**config.mk**
```make
export PLATFORM = sky130hd
export DESIGN_NAME = pol_mem_sweeper_flat
export DESIGN_NICKNAME = d
export VERILOG_FILES = /design/src/rtl/pol_mem_sweeper_if.sv /design/src/rtl/pol_mem_sweeper.sv /design/src/flat_wrapper.sv
export SDC_FILE = /design/constraint.sdc
export NUM_CORES = 1
export LEC_CHECK = 0
export CELL_PAD_IN_SITES_DETAIL_PLACEMENT = 1
export CELL_PAD_IN_SITES_GLOBAL_PLACEMENT = 1
export CORE_MARGIN = 5
export CORE_UTILIZATION = 47
export DETAILED_ROUTE_END_ITERATION = 12
export DONT_BUFFER_PORTS = 1
export PLACE_DENSITY_LB_ADDON = 0.1
export SETUP_SLACK_MARGIN = 0.1
export SLEW_MARGIN = 40
export SYNTH_ARGS = -nofsm -noshare
export SYNTH_HDL_FRONTEND = slang
export SYNTH_SLANG_ARGS = --single-unit
```
**constraint.sdc**
```tcl
create_clock -name CLK -period 2 [get_ports CLK]
set_clock_uncertainty 0.05 [all_clocks]
set_input_delay 0.4 -clock CLK [delete_from_list [all_inputs] [get_ports CLK]]
set_output_delay 0.4 -clock CLK [all_outputs]
set_load 0.03 [all_outputs]
```
**src/rtl/pol_mem_sweeper_if.sv**
```systemverilog
// Bus bundles for the polMEM sweeper: the command/read bus toward polMEM
// and the valid/ready result stream toward the downstream consumer.
`default_nettype none

interface pol_mem_bus_if #(
  parameter int ADDR_W = 4,
  parameter int DATA_W = 9
);
  logic              mode;
  logic [ADDR_W-1:0] mem_addr;
  logic              op;
  logic [1:0]        arg;
  logic [DATA_W-1:0] mem_data;

  modport master (output mode, mem_addr, op, arg, input mem_data);
  modport slave  (input mode, mem_addr, op, arg, output mem_data);
endinterface

interface pol_res_if #(
  parameter int ADDR_W = 4,
  parameter int DATA_W = 9
);
  logic              out_valid;
  logic              out_ready;
  logic [ADDR_W-1:0] out_addr;
  logic [DATA_W-1:0] out_sm;
  logic [DATA_W-1:0] out_tc;

  modport master (output out_valid, out_addr, out_sm, out_tc, input out_ready);
  modport slave  (input out_valid, out_addr, out_sm, out_tc, output out_ready);
endinterface

`default_nettype wire

```
**src/rtl/pol_mem_sweeper.sv**
```systemverilog
// pol_mem_sweeper: walks every polMEM address, commands a store, reads the
// sign-magnitude result back and streams it out in SM and two's-complement form.
`default_nettype none

module pol_mem_sweeper #(
  parameter int ADDR_W = 4,
  parameter int DATA_W = 9
) (
  input  wire logic       CLK,
  input  wire logic       RST_N,
  input  wire logic       start,
  input  wire logic       op_sel,
  input  wire logic [1:0] arg_sel,
  input  wire logic       rd_only,
  pol_mem_bus_if.master   mem,
  pol_res_if.master       res,
  output logic            busy,
  output logic            done
);

  typedef enum logic [2:0] {
    S_IDLE  = 3'd0,
    S_WRITE = 3'd1,
    S_READ  = 3'd2,
    S_EMIT  = 3'd3,
    S_DONE  = 3'd4
  } state_t;

  localparam logic [ADDR_W-1:0] LAST_ADDR = '1;

  state_t            state;
  logic              rd_only_q;
  logic [DATA_W-1:0] mag_ext;
  logic [DATA_W-1:0] tc_next;

  // Negative zero falls out naturally: -(0) == 0.
  always_comb begin
    mag_ext = {1'b0, mem.mem_data[DATA_W-2:0]};
    tc_next = mem.mem_data[DATA_W-1] ? (-mag_ext) : mag_ext;
  end

  always_ff @(posedge CLK or negedge RST_N) begin
    if (!RST_N) begin
      state         <= S_IDLE;
      rd_only_q     <= 1'b0;
      mem.mode      <= 1'b0;
      mem.mem_addr  <= '0;
      mem.op        <= 1'b0;
      mem.arg       <= 2'b00;
      res.out_valid <= 1'b0;
      res.out_addr  <= '0;
      res.out_sm    <= '0;
      res.out_tc    <= '0;
      busy          <= 1'b0;
      done          <= 1'b0;
    end else begin
      done <= 1'b0;
      case (state)
        S_IDLE: begin
          if (start) begin
            mem.op       <= op_sel;
            mem.arg      <= arg_sel;
            rd_only_q    <= rd_only;
            mem.mem_addr <= '0;
            busy         <= 1'b1;
            if (rd_only) begin
              state <= S_READ;
            end else begin
              mem.mode <= 1'b1;
              state    <= S_WRITE;
            end
          end
        end
        S_WRITE: begin
          // polMEM commits on the edge that ends this cycle.
          mem.mode <= 1'b0;
          state    <= S_READ;
        end
        S_READ: begin
          res.out_sm    <= mem.mem_data;
          res.out_tc    <= tc_next;
          res.out_addr  <= mem.mem_addr;
          res.out_valid <= 1'b1;
          state         <= S_EMIT;
        end
        S_EMIT: begin
          if (res.out_valid && res.out_ready) begin
            res.out_valid <= 1'b0;
            if (mem.mem_addr == LAST_ADDR) begin
              mem.mem_addr <= '0;
              busy         <= 1'b0;
              done         <= 1'b1;
              state        <= S_DONE;
            end else begin
              mem.mem_addr <= mem.mem_addr + ADDR_W'(1);
              if (rd_only_q) begin
                state <= S_READ;
              end else begin
                mem.mode <= 1'b1;
                state    <= S_WRITE;
              end
            end
          end
        end
        S_DONE: begin
          state <= S_IDLE;
        end
        default: begin
          state <= S_IDLE;
        end
      endcase
    end
  end

endmodule

`default_nettype wire

```
**src/flat_wrapper.sv**
```systemverilog
// flat-port wrapper written by rule: the top's interface ports become plain ports
module pol_mem_sweeper_flat 
#(
  parameter int ADDR_W = 4,
  parameter int DATA_W = 9
)
  (CLK, RST_N, start, op_sel, arg_sel, rd_only, busy, done, mem_mode, mem_mem_addr, mem_op, mem_arg, mem_mem_data, res_out_valid, res_out_addr, res_out_sm, res_out_tc, res_out_ready);
  pol_mem_bus_if #(.ADDR_W(ADDR_W), .DATA_W(DATA_W)) mem_i ();
  pol_res_if #(.ADDR_W(ADDR_W), .DATA_W(DATA_W)) res_i ();
  input  wire logic CLK;
  input  wire logic RST_N;
  input  wire logic start;
  input  wire logic op_sel;
  input  wire logic [1:0] arg_sel;
  input  wire logic rd_only;
  output logic busy;
  output logic done;
  output wire logic [$bits(mem_i.mode)-1:0] mem_mode;
  output wire logic [$bits(mem_i.mem_addr)-1:0] mem_mem_addr;
  output wire logic [$bits(mem_i.op)-1:0] mem_op;
  output wire logic [$bits(mem_i.arg)-1:0] mem_arg;
  input wire logic [$bits(mem_i.mem_data)-1:0] mem_mem_data;
  output wire logic [$bits(res_i.out_valid)-1:0] res_out_valid;
  output wire logic [$bits(res_i.out_addr)-1:0] res_out_addr;
  output wire logic [$bits(res_i.out_sm)-1:0] res_out_sm;
  output wire logic [$bits(res_i.out_tc)-1:0] res_out_tc;
  input wire logic [$bits(res_i.out_ready)-1:0] res_out_ready;
  assign mem_mode = mem_i.mode;
  assign mem_mem_addr = mem_i.mem_addr;
  assign mem_op = mem_i.op;
  assign mem_arg = mem_i.arg;
  assign mem_i.mem_data = mem_mem_data;
  assign res_out_valid = res_i.out_valid;
  assign res_out_addr = res_i.out_addr;
  assign res_out_sm = res_i.out_sm;
  assign res_out_tc = res_i.out_tc;
  assign res_i.out_ready = res_out_ready;
  pol_mem_sweeper #(.ADDR_W(ADDR_W), .DATA_W(DATA_W)) u_core (.CLK(CLK), .RST_N(RST_N), .start(start), .op_sel(op_sel), .arg_sel(arg_sel), .rd_only(rd_only), .mem(mem_i), .res(res_i), .busy(busy), .done(done));
endmodule
```
# --- Word level (Yosys, flattened, before mapping) ---
# Cells that the tools add are included.
# Widths: inputs -> output; s select.
op_classes:
  reduce_logical: 11
  n_eq_ne: 10
  muxes: 26
  add_sub_neg: 2
op_table:
  columns: ["op", "count"]
  rows:
  - ["$mux 1", 12]
  - ["$mux 4", 3]
  - ["$pmux 3 s4", 1]
  - ["$mux 3", 3]
  - ["$mux 9", 1]
  - ["$neg 8->9", 1]
  - ["$ne 2x2->1 const B", 4]
  - ["$pmux 4 s2", 1]
  - ["$eq 3x2->1 const B", 2]
  - ["$reduce_and 2->1", 3]
  - ["$reduce_and 6->1", 1]
  - ["$add 4x1->4 const B", 1]
  - ["$eq 4x4->1 const B", 1]
  - ["$mux 2", 2]
  - ["$ne 2x1->1 const B", 2]
  - ["$pmux 1 s2", 2]
  - ["$reduce_and 4->1", 1]
  - ["$reduce_bool 2->1", 2]
  - ["$eq 3x1->1 const B", 1]
  - ["$logic_not 3->1", 1]
  - ["$pmux 1 s3", 1]
  - ["$reduce_and 3->1", 1]
  - ["$reduce_bool 3->1", 1]
  - ["$logic_and 1x1->1", 1]
totals:
  wordCells: 61
  out_inout_bits: 33
  regBits: 37
  input_bits: 17

# --- Logic depth before layout (Yosys ltp) ---
depth:
  word_depth: 4
  depth_mapped: 6
  mapped_depth_nobuf: 6

# --- Worst setup path after synthesis ---
# No wires, ideal clock.
synth_path:
  kind: "register to register"
  from: "reg u_core.state[0]"
  to: "reg u_core.mem.mem_addr[3]"
  arrival_time_ns: 1.333
  path_buffers: 1
  path_slack_ns: 0.499
  path_stages_with_launch: 6
  period_less_slack_ns: 1.501
  required_ns: 1.832
  setup_ns: 0.118
  path_cell_list: "dfrtp_1 > buf_6 > or3b_1 > a21o_1 > o21bai_1 > a21o_1"
synth_via:
  elab_chain_len: 3
  word_cells_on_any_way: 7
  cone_classes: "eq/ne (3); mux (1); reduce/logical (3)"
synth_lines:
  columns: ["element", "line_no", "source"]
  rows:
  - ["start, declared", "pol_mem_sweeper.sv:31", "state_t state;"]
  - ["start signal, assigned", "pol_mem_sweeper.sv:44", "state <= S_IDLE;"]
  - ["start signal, assigned", "pol_mem_sweeper.sv:67", "state <= S_READ;"]
  - ["start signal, assigned", "pol_mem_sweeper.sv:70", "state <= S_WRITE;"]
  - ["$eq 3x2->1 / $logic_not 3->1 (equally long branches)", "pol_mem_sweeper.sv:58", "case (state)"]
  - ["$ne 2x1->1 (no source line) (tied with other cells)", null, null]
  - ["$reduce_and 3->1 (no source line)", null, null]
  - ["end signal, assigned", "pol_mem_sweeper.sv:95", "mem.mem_addr <= mem.mem_addr + ADDR_W'(1);"]
  - ["end, declared", "pol_mem_sweeper_if.sv:15", "modport master (output mode, mem_addr, op, arg, input mem_data);"]
# Parallel ways exist; a longest one is shown, timed or not.
# A chain may end at the register's enable or synchronous reset.

# --- Worst setup path after layout ---
layout_path:
  from: "reg u_core.state[1]"
  to: "reg u_core.res.out_sm[5]"
layout_via:
  elab_chain_len: 1
layout_lines:
  columns: ["element", "line_no", "source"]
  rows:
  - ["$eq 3x2->1", "pol_mem_sweeper.sv:58", null]
  - ["end signal, assigned", "pol_mem_sweeper.sv:80", "res.out_sm <= mem.mem_data;"]
  - ["end, declared", "pol_mem_sweeper_if.sv:29", "modport master (output out_valid, out_addr, out_sm, out_tc, input out_ready);"]
# Every way passes these cells.

==> summary.md <==
| Metric | Value |
|---|---|
| Slew Limit Fails | 0 |
| Share of cells above drive strength 1 | between 10% and 20% |
| Final net count | 175 |
| Antenna Cells | 0 |
| Area growth from synthesis to layout | 10.42% |
| Critical path arrival | ~1.9 ns |
| Initial detailed-routing violation count | 65 |
| R2r worst-path depth | 4 |
| Critical path cell sequence | nor2b_1 -> and2_1 -> buf_4 -> mux2_1 |
| I/O Buffers | 0 |
| Post-Place Cells | around 190 |
| Yosys warnings | 0 |
| Critical Path Max Stage Delay | between 0.5 and 0.6 ns |
| # rows | 21 |
| Synth area leader | dfrtp_1 |
| DP HPWL | approximately 2700 um |
| Slew HR | ~63% |
| Wire per inst | 18.68 um |
| Clock power share | a little under a fifth |
| Die area | approximately 4800 um^2 |
| Root Buffer | clkbuf_4 |
| Tmin final | between 1.5 and 2 ns |
| Power Dens Cells | 1627 nW/um^2 |
| Via/cell ratio | between 5 and 6 |
| Hold path cells | 1 |
| Leakage Power | a little over 0.0008 uW |
| DR DRC count | 0 |
| Fill count | ~400 |
| Req. time, crit path | approximately 2.2 ns |
| Global-route wire length before repair | roughly 6500 um |
| Synth Instances | 150 |
| Final WL | 3793 um |
| Cell-internal power | 1626 uW |
| Routability cong. | about 0.84 |
| Syn avg cell area | 11.05 um^2 |
| Post-DRT Antenna Nets | 0 |
| F_max | 582.0 MHz |
| CP max FO | 19 |
| Gr ovfl total | 0 |
| Worst VDD drop | 0.5387 mV |
| I/O pins | 50 |
| Reg power frac | 59.9% |
| Final setup viols | 0 |
| Mapped Nets | 169 |
| Sequential cell area fraction in the yosys report | a little over half |
| Post-Route Setup TNS | 0 ns |
| Top cell type's share of synthesized area | 54.34% |
| Outcome | complete, no violations |
| Layout Cells excl Fill | roughly 200 |
| CP endpoint kind | flip-flop |
| H-tree Lvls | 2 |
| First-pass iteration count of the detailed router | 4 |
| Core ar. | roughly 3400 um^2 |
| Period utilization | 85.91% |
| Pin count of the biggest net entering global routing | 37 |
| Worst skew pair latency | between 0.3 and 0.4 ns |
| Main area contributors after synthesis | dfrtp_1 (54%), mux2_1 (11%), a21oi_1 (3.6%) |
| DR vias | between 1000 and 1500 |
| CTS tree | yes |
| TritonCTS sink count | 36 |
| Initial core utilization | between 40% and 50% |
| Die width | between 60 and 70 um |
| Register clock-pin slew on the reported worst setup and hold paths | 0.11 ns |
| Initial antenna violation count | 0 |
| Mapped cell area | 1658 um^2 |
| Tot Pwr | ~3000 uW |
| HP Class | primary input to flip-flop |
| CTS max path bufs | 2 |
| CTS Buf Count | 5 |
| Die Ht | between 60 and 70 um |
| Startpoint Class | flip-flop |
| Vias in the first global route | 1299 |
| Fin. Hold Viols | 0 |
| Combinational share of power | 20.9% |
| #FFs+latches synth | 36 |
| Switch Pwr | ~1400 uW |
| Critical path class | flip-flop to flip-flop |
| Switch share | about 45% |
| Slew @ Worst Pin | ~0.56 ns |
| Slowest CP cell | dfrtp_2 |
| RSZ-0062 raised after global routing | false |
| GRT Total Usage | between 10% and 20% |
| Synth cell types | 38 |
| Max-cap violations | 0 |
[metrics by stage]
step | setup WS (ns) | hold WS [ns] | area [um^2] | util (%)
after floorplan | 0.4989 | 0.05441 | 1658 | -
after global placement | 0.3275 | 0.05528 | 1704 | 50.67
after detailed placement | 0.2301 | 0.05548 | 1704 | 50.67
after CTS | 0.2137 | 0.1255 | 1829 | 54.39
after global routing | 0.2123 | 0.1188 | 1831 | 54.43
final | 0.2818 | 0.1409 | 1831 | 54.43
[layer usage]
layer  vias up  global-route usage (%)  wire length [um]
met5         -                       0                 0
met3         8                   6.667               286
met4         0                   4.555                36
li1        536                       -                 -
met1       599                   18.22              1433
met2        27                   29.77              2036
[power groups by stage]
stage	combinational (uW)	sequential, uW	clock, uW
2_1_floorplan	485	1740	0
3_3_place_gp	565	1790	0
3_5_place_dp	599	1810	0
4_1_cts	632	1790	585
5_1_grt	706	1830	617
6_report	622	1780	572
[path summary, 6_finish.rpt]
path                                               endpoint                         start  slack [ns]
min                           u_core.mem.arg[0]$_DFFE_PN0P_                    arg_sel[0]        0.14
max in group asynchronous       u_core.state[1]$_DFFE_PN0P_                         RST_N        1.25
min reg2reg                    u_core.rd_only_q$_DFFE_PN0P_  u_core.rd_only_q$_DFFE_PN0P_        0.53
min in group asynchronous  u_core.res.out_sm[6]$_DFFE_PN0P_                         RST_N        0.46
max                        u_core.res.out_sm[5]$_DFFE_PN0P_   u_core.state[1]$_DFFE_PN0P_        0.28
max reg2reg                u_core.res.out_sm[5]$_DFFE_PN0P_   u_core.state[1]$_DFFE_PN0P_        0.28
[cells in the final DEF (no fill, tap or decap), types with 2 or more instances in the layout]
cell type,netlist,layout
a21o_1,3,3
a21oi_1,12,12
a31oi_1,2,2
buf_4,1,4
clkbuf_4,0,5
clkbuf_8,0,2
dfrtp_1,36,35
ha_1,2,2
inv_1,7,7
mux2_1,16,16
nand2_1,7,7
nand2b_1,2,2
nand3_1,3,3
nor2_1,15,15
nor2b_1,3,3
nor3_1,3,3
o21ai_0,2,2
o21ai_1,2,2
o21bai_1,2,2
o22ai_1,2,2
o31ai_1,2,2
or3_1,2,2
or4_1,2,2
xor2_1,5,5
[synth_stat cells]
master	n
or3b_1	1
nor2_1	15
a31oi_1	2
o41ai_1	1
dfrtp_1	36
a21oi_1	12
and2_1	1
inv_1	7
a21o_1	3
or3_1	2
buf_6	1
mux2_1	16
o31ai_1	2
nor3_2	1
and3_1	1
mux2i_1	1
and3b_1	1
o21bai_1	2
or4_1	2
nand2_1	7
o22ai_1	2
nor3_1	3
ha_1	2
o221a_2	1
nand3_2	1
a211oi_1	1
buf_2	3
nand4_1	1
o21ai_0	2
nand2b_1	2
o221ai_1	1
nand3_1	3
o21ai_1	2
nor2b_1	3
xnor2_1	1
xor2_1	5
buf_4	1
clkbuf_1	2
[flip-flops by register name, indices dropped and copies added (netlist names)]
| signal | cells |
|---|---|
| u_core.res.out_sm | 9 |
| u_core.res.out_tc | 8 |
| u_core.mem.mem_addr | 4 |
| u_core.res.out_addr | 4 |
| u_core.state | 3 |
| u_core.mem.arg | 2 |
| u_core.busy | 1 |
| u_core.done | 1 |
| u_core.mem.mode | 1 |
| u_core.mem.op | 1 |
| u_core.rd_only_q | 1 |
| u_core.res.out_valid | 1 |
[cell families (layout without fill, tap and decap cells)]
kind of cell,after synthesis,in the layout,synth area share (%)
buf+inv,14,21,4.076
xor+xnor,6,6,3.170
simple gates,44,44,13.74
compound gates,31,31,11.70
mux,17,17,11.47
flops,36,36,54.34
fa+ha+maj,2,2,1.509
[area by class of cell]
| cell class | instances | area (um^2) | area share [%] |
|---|---|---|---|
| Inverter | 7 | 26.28 | 1.435 |
| Clock inverter | 1 | 30.03 | 1.640 |
| Multi-Input combinational cell | 100 | 689.4 | 37.66 |
| Timing Repair Buffer | 6 | 60.06 | 3.281 |
| Sequential cell | 36 | 902.1 | 49.28 |
| Clock buffer | 7 | 65.06 | 3.554 |
| Tap cell | 46 | 57.56 | 3.144 |
[timing repair]
item                       CTS  global route
setup endpoints to repair    0             3
gates resized for setup      0             1
buffers inserted             0             0
hold buffers                 2             0
hold endpoints to repair    36             0
[worst max-delay path: cells and delay by family, from the launching register on]
family	cells	cell delay, ns
simple gates	2	0.45
buf+inv	1	0.23
flops	1	0.52
mux	1	0.35
(Power assumes the default switching activity.)
